**src/rtl/mouse_pkg.sv**
```systemverilog
// Shared types, screen limits and small helpers for the mouse click controller.
// No ports: imported by mouse_click_ctl and debounce.
package mouse_pkg;

    localparam int unsigned COORD_W = 12;
    localparam int unsigned DIFF_W  = COORD_W + 1;

    localparam logic [COORD_W-1:0] H_MAX = COORD_W'(1023);
    localparam logic [COORD_W-1:0] V_MAX = COORD_W'(767);

    typedef enum logic [2:0] {
        IDLE     = 3'd0,
        PRESSED  = 3'd1,
        WAIT2    = 3'd2,
        PRESSED2 = 3'd3,
        DRAG     = 3'd4
    } state_t;

    // Saturate a coordinate to the visible screen limit.
    function automatic logic [COORD_W-1:0] clamp(input logic [COORD_W-1:0] v,
                                                 input logic [COORD_W-1:0] lim);
        return (v > lim) ? lim : v;
    endfunction

    // |a - b| using a signed difference one bit wider than the coordinates.
    function automatic logic [DIFF_W-1:0] abs_diff(input logic [COORD_W-1:0] a,
                                                   input logic [COORD_W-1:0] b);
        logic signed [DIFF_W-1:0] d;
        d = $signed({1'b0, a}) - $signed({1'b0, b});
        return d[DIFF_W-1] ? DIFF_W'(-d) : DIFF_W'(d);
    endfunction

endpackage

```
**src/rtl/debounce.sv**
```systemverilog
// Button debouncer: dout follows a level change on din only after din has
// disagreed with dout for DEBOUNCE_CYC consecutive cycles.
// Ports: clk, rst (async, active high), din (raw level), dout (debounced level).
module debounce
    import mouse_pkg::*;
#(
    parameter int unsigned DEBOUNCE_CYC = 65000
) (
    input  logic clk,
    input  logic rst,
    input  logic din,
    output logic dout
);

    localparam int unsigned      CNT_W    = (DEBOUNCE_CYC > 1) ? $clog2(DEBOUNCE_CYC) : 1;
    localparam logic [CNT_W-1:0] CNT_LAST = CNT_W'(DEBOUNCE_CYC - 1);

    logic [CNT_W-1:0] cnt_d, cnt_q;
    logic             btn_d, btn_q;

    // Count disagreeing cycles; toggle on the last one and restart from zero.
    always_comb begin
        cnt_d = '0;
        btn_d = btn_q;
        if (din != btn_q) begin
            if (cnt_q == CNT_LAST) begin
                btn_d = din;
            end else begin
                cnt_d = cnt_q + CNT_W'(1);
            end
        end
    end

    always_ff @(posedge clk or posedge rst) begin
        if (rst) begin
            cnt_q <= '0;
            btn_q <= 1'b0;
        end else begin
            cnt_q <= cnt_d;
            btn_q <= btn_d;
        end
    end

    assign dout = btn_q;

endmodule

```
**src/rtl/mouse_click_ctl.sv**
```systemverilog
// Mouse click controller: debounces the left button, clamps the pointer to the
// screen and classifies presses into click, double click and drag events.
// Ports:
//   clk65MHz, rst        - clock and asynchronous active-high reset
//   left_in              - registered left-button level
//   xpos, ypos           - registered pointer position
//   cur_x, cur_y         - clamped current position
//   press_x, press_y     - clamped position at the last accepted press
//   btn                  - debounced button level
//   click, dclick        - one-cycle click / double-click pulses
//   drag_done            - one-cycle pulse when a drag is released
//   drag_active          - high while a drag is in progress
module mouse_click_ctl
    import mouse_pkg::*;
#(
    parameter int unsigned DEBOUNCE_CYC = 65000,
    parameter int unsigned DCLICK_CYC   = 19500000,
    parameter int unsigned DRAG_THRESH  = 4
) (
    input  logic        clk65MHz,
    input  logic        rst,
    input  logic        left_in,
    input  logic [11:0] xpos,
    input  logic [11:0] ypos,
    output logic [11:0] cur_x,
    output logic [11:0] cur_y,
    output logic [11:0] press_x,
    output logic [11:0] press_y,
    output logic        btn,
    output logic        click,
    output logic        dclick,
    output logic        drag_done,
    output logic        drag_active
);

    localparam int unsigned       WIN_W    = (DCLICK_CYC > 0) ? $clog2(DCLICK_CYC + 1) : 1;
    localparam logic [WIN_W-1:0]  WIN_LAST = WIN_W'(DCLICK_CYC);
    localparam logic [DIFF_W-1:0] THRESH   = DIFF_W'(DRAG_THRESH);

    logic btn_db;

    debounce #(
        .DEBOUNCE_CYC (DEBOUNCE_CYC)
    ) u_debounce (
        .clk  (clk65MHz),
        .rst  (rst),
        .din  (left_in),
        .dout (btn_db)
    );

    state_t               state_d, state_q;
    logic [WIN_W-1:0]     win_d, win_q;
    logic [COORD_W-1:0]   cur_x_d, cur_x_q, cur_y_d, cur_y_q;
    logic [COORD_W-1:0]   press_x_d, press_x_q, press_y_d, press_y_q;
    logic                 btn_prev_d, btn_prev_q;
    logic                 click_d, click_q, dclick_d, dclick_q;
    logic                 drag_done_d, drag_done_q, drag_active_d, drag_active_q;

    logic rise_c, fall_c, moved_c;

    // Edges of the debounced level; the FSM reacts one cycle after btn moves.
    assign rise_c  = btn_db & ~btn_prev_q;
    assign fall_c  = ~btn_db & btn_prev_q;
    assign moved_c = (abs_diff(cur_x_q, press_x_q) > THRESH) ||
                     (abs_diff(cur_y_q, press_y_q) > THRESH);

    // Next-state, clamp and event logic. A release always wins over the drag
    // threshold, so a move detected on the release cycle still yields a click.
    always_comb begin
        state_d     = state_q;
        win_d       = win_q;
        cur_x_d     = clamp(xpos, H_MAX);
        cur_y_d     = clamp(ypos, V_MAX);
        press_x_d   = press_x_q;
        press_y_d   = press_y_q;
        btn_prev_d  = btn_db;
        click_d     = 1'b0;
        dclick_d    = 1'b0;
        drag_done_d = 1'b0;

        case (state_q)
            IDLE: begin
                if (rise_c) begin
                    press_x_d = cur_x_q;
                    press_y_d = cur_y_q;
                    state_d   = PRESSED;
                end
            end
            PRESSED: begin
                if (fall_c) begin
                    click_d = 1'b1;
                    win_d   = '0;
                    state_d = WAIT2;
                end else if (moved_c) begin
                    state_d = DRAG;
                end
            end
            WAIT2: begin
                win_d = win_q + WIN_W'(1);
                if (win_q == WIN_LAST) begin
                    // A press landing exactly on timeout starts a fresh click.
                    state_d = IDLE;
                    if (rise_c) begin
                        press_x_d = cur_x_q;
                        press_y_d = cur_y_q;
                        state_d   = PRESSED;
                    end
                end else if (rise_c) begin
                    press_x_d = cur_x_q;
                    press_y_d = cur_y_q;
                    state_d   = PRESSED2;
                end
            end
            PRESSED2: begin
                if (fall_c) begin
                    click_d  = 1'b1;
                    dclick_d = 1'b1;
                    state_d  = IDLE;
                end else if (moved_c) begin
                    state_d = DRAG;
                end
            end
            DRAG: begin
                if (fall_c) begin
                    drag_done_d = 1'b1;
                    state_d     = IDLE;
                end
            end
            default: begin
                state_d = IDLE;
            end
        endcase

        drag_active_d = (state_d == DRAG);
    end

    always_ff @(posedge clk65MHz or posedge rst) begin
        if (rst) begin
            state_q       <= IDLE;
            win_q         <= '0;
            cur_x_q       <= '0;
            cur_y_q       <= '0;
            press_x_q     <= '0;
            press_y_q     <= '0;
            btn_prev_q    <= 1'b0;
            click_q       <= 1'b0;
            dclick_q      <= 1'b0;
            drag_done_q   <= 1'b0;
            drag_active_q <= 1'b0;
        end else begin
            state_q       <= state_d;
            win_q         <= win_d;
            cur_x_q       <= cur_x_d;
            cur_y_q       <= cur_y_d;
            press_x_q     <= press_x_d;
            press_y_q     <= press_y_d;
            btn_prev_q    <= btn_prev_d;
            click_q       <= click_d;
            dclick_q      <= dclick_d;
            drag_done_q   <= drag_done_d;
            drag_active_q <= drag_active_d;
        end
    end

    assign cur_x       = cur_x_q;
    assign cur_y       = cur_y_q;
    assign press_x     = press_x_q;
    assign press_y     = press_y_q;
    assign btn         = btn_db;
    assign click       = click_q;
    assign dclick      = dclick_q;
    assign drag_done   = drag_done_q;
    assign drag_active = drag_active_q;

endmodule
```
**config.mk**
```make
export PLATFORM = sky130hd
export DESIGN_NAME = mouse_click_ctl
export DESIGN_NICKNAME = d
export VERILOG_FILES = /design/src/rtl/mouse_pkg.sv /design/src/rtl/debounce.sv /design/src/rtl/mouse_click_ctl.sv
export SDC_FILE = /design/constraint.sdc
export NUM_CORES = 1
export LEC_CHECK = 0
export ABC_AREA = 1
export BUFFER_PORTS_ARGS = -buffer_cell sky130_fd_sc_hd__buf_2
export CORE_UTILIZATION = 50
export DETAILED_ROUTE_END_ITERATION = 8
export PLACE_DENSITY_LB_ADDON = 0.15
export SLEW_MARGIN = 40
export SYNTH_ARGS = -nofsm -noshare
export SYNTH_HDL_FRONTEND = slang
export SYNTH_HIERARCHICAL = 1
export SYNTH_SLANG_ARGS = --single-unit
```
**constraint.sdc**
```tcl
create_clock -name clk65MHz -period 2.4 [get_ports clk65MHz]
set_input_delay 0.24 -clock clk65MHz [delete_from_list [all_inputs] [get_ports clk65MHz]]
set_output_delay 0.24 -clock clk65MHz [all_outputs]
set_load 0.03 [all_outputs]
```
==> reports/metrics.yaml <==
run_status:
  run_status: "finished, violations left"
  violations: "negative setup slack"
synthesis:
  synth_seq_area_share_pct: 36.7
  synth_edf_count: 0
  synth-seq-cells: 98
  yosys.cell_count.top_type: "nand2_1"
  ys.flop_type: "dfrtp_1"
  yosys.area.top_type: "dfrtp_1"
  async_reset_ff_share_pct: 100
  ys_types: 48
  syn_area_mm2: 0.00668
  postSynthCellCount: 964
  synth.area.top_cells: "dfrtp_1 37%, nand2_1 16%, inv_1 8.1%"
  yosysTopAreaCellShare_pct: 36.7
  avgSynthCellArea_um2: 6.93
  synthTopCellsByCount: "281 x nand2_1, 145 x inv_1, 109 x nor2_1"
  ys_warn_count: 6
floorplan:
  die_area_mm2: 0.0138
  placementRows: 41
  core_area_mm2: 0.0128
  pin_count: 80
  fp.dieH_um: 118
  die_w_um: 118
  initial_utilization_pct: 52.1
job:
  drv_cap: 0
routing:
  wl_per_cell_um: 12.4
  drt_iter0_markers: 379
  num_vias: 6582
  vias_per_cell: 4.93
  dr.pass1.iters: 5
  drc: 0
  wirelength_um: 16600
  postRouteAntennaNets: 0
min_path:
  min_path_cells: 3
  hp-class: "in -> reg"
  worstHoldStart: "xpos[3]"
  hold_end: "cur_x[3]"
worst_setup_path:
  crit_slowest_cell: "fa_2"
  r2r_start: "press_x[0]"
  crit_chain: "ha_4 -> fa_2 -> ha_4 -> inv_2 -> a21oi_4 -> buf_4 -> nand3_2 -> nor2_2 -> nand2_1 -> nand2_1 -> nand2_1 -> nand2_1 -> nand2_1 -> nor2_1 -> nand2_1 -> nor2_1 -> nand4_1 -> nand2_1 -> inv_1"
  r2r_cells: 19
  worstSetupPathType: "reg -> reg"
  crit_fanout: 2
  reg2reg_slack_ps: -240
  arrival_ps: 2900
  endpoint_kind: "flop"
  r2r-end: "state_q[2]"
  crit_top_cell: "nand2_1"
  cp-start-kind: "flop"
  required_ps: 2650
  slowest_delay_ps: 550
global_route:
  antenna_found_initial: 0
  grt_pass1_vias: 6296
  grt-ovfl-total: 0
  grtUsageTotal_pct: 24.7
  grt_max_degree: 50
  grt_pass1_wl_um: 28100
layout:
  area_growth_pct: 29.1
  utilization_pct: 67.3
  finalNetCount: 1217
  diodes: 0
  drive_above_1_share_pct: 27.8
  final_cells: 1336
clock_tree:
  cts_buffers: 9
  clkTransAtPathRegs_ps: 70
  htree_num_levels: 3
  insertion_delay_ps: 350
  cts_tree: "yes"
  clock_path_buffers: 2
  cts.sinks: 98
  cts_root_buf: "clkbuf_16"
timing:
  rsz0062_at_grt: "true"
  finalCriticalPeriod_ps: 2640
  holdWs_ps: 67.6
  slew_viol_final: 0
  worstMarginPinSlew_ps: 655
  fmax_mhz: 379
  post-route-period-util_pct: 110
  hold_violations: 0
  max_slew_margin_pct: 56.3
  clock_skew_ps: 8.82
  setup_viol: 4
  fin_ws_ps: -242
placement:
  place_hpwl_um: 12500
  port_buffers: 79
  placed_cells: 1314
  finalWeightedCongestion: 0.873
power:
  p_per_area_mw_per_mm2: 538
  p_leak_nw: 4.59
  ir_drop_uv: 371
-- cells by family (layout without fill, tap and decap cells) --
family                   Yosys count  in the layout  synth area share [%]
AO/OA/AOI/OAI                    100            100                  8.32
buffers and inverters            159            356                  9.25
AND/OR/NAND/NOR                  564            564                  38.2
flip-flops                        98             98                  36.7
XOR/XNOR                          10             10                  1.31
other                              1              4                0.0561
multiplexers                       1              1                 0.150
adder cells (fa/ha/maj)           31             31                  6.03
-- metal layers --
metal | routed length, um | track usage, % | vias up
li1 | - | - | 3426
met1 | 8130 | 34.9 | 3017
met2 | 7640 | 39.3 | 115
met3 | 488 | 2.33 | 24
met4 | 302 | 9.05 | 0
met5 | 0 | 0 | -
-- layout make-up --
type / instances / area, um^2
Tap cell: 172 / 215
Timing Repair Buffer: 192 / 1260
Inverter: 148 / 562
Sequential cell: 98 / 2460
Clock inverter: 5 / 61.3
Clock buffer: 11 / 233
Fill cell: 1125 / 4200
Multi-Input combinational cell: 710 / 3840
-- metrics by stage --
stage / setup WS, ps / total power, mW / TNS (ps) / cell area (um^2)
6_report: -242 / 4.64 / -915 / 8630
5_1_grt: -453 / 4.91 / -1720 / 8630
4_1_cts: -253 / 4.60 / -930 / 8480
3_5_place_dp: -315 / 3.08 / -1150 / 8100
3_3_place_gp: -294 / 3.07 / -1020 / 8100
2_1_floorplan: -143 / 2.63 / -987 / 6730
-- flip-flops by register name (all words and copies together), names as in the netlist --
| signal | flops |
|---|---|
| u_debounce/dout | 1 |
| state_q | 3 |
| u_debounce/cnt_q | 16 |
| win_q | 25 |
| cur_x | 12 |
| click | 1 |
| drag_active | 1 |
| btn_prev_q | 1 |
| cur_y | 12 |
| press_x | 12 |
| drag_done | 1 |
| dclick | 1 |
| press_y | 12 |
-- layout by cell type, fill, tap and decap left out, drive strengths merged, types with 5 or more instances in the layout --
cell / n
nand2: 302
a21oi: 46
nor2: 130
inv: 148
clkbuf: 11
xor2: 7
nand4: 11
o21ai: 34
or2: 14
ha: 29
buf: 191
nand3b: 6
dfrtp: 98
a31oi: 5
nand3: 83
nor3: 9
-- power by group --
group	switching [mW]	internal, mW
registers	0.0237	1.69
clock network	0.669	0.818
logic	0.864	0.584
-- worst max-delay path by stage --
stage	slack, ps	endpoint	start
detailed placement	-310	drag_active	press_x[0]
global route	-450	state_q[2]	cur_x[2]
CTS	-250	state_q[2]	press_x[0]
global placement	-290	drag_active	press_x[0]
floorplan	-140	drag_active	cur_x[0]
finish	-240	state_q[2]	press_x[0]
-- repair_timing --
| item | 4_1_cts | 5_1_grt |
|---|---|---|
| hold buffers | 1 | 0 |
| pin swaps | 9 | 15 |
| setup endpoints to repair | 4 | 6 |
| buffers inserted | 1 | 4 |
| hold endpoints to repair | 35 | 0 |
| gates resized for setup | 16 | 28 |
-- critical path: cells and delay by family (launching register included) --
family                     cells  cell delay, ps
and+or+nand+nor               12             930
adders and majority gates      3             850
buffers and inverters          3             210
DFF                            1             420
AOI/OAI and AO/OA              1             120
Note: power is estimated with default switching activity, not from simulation.
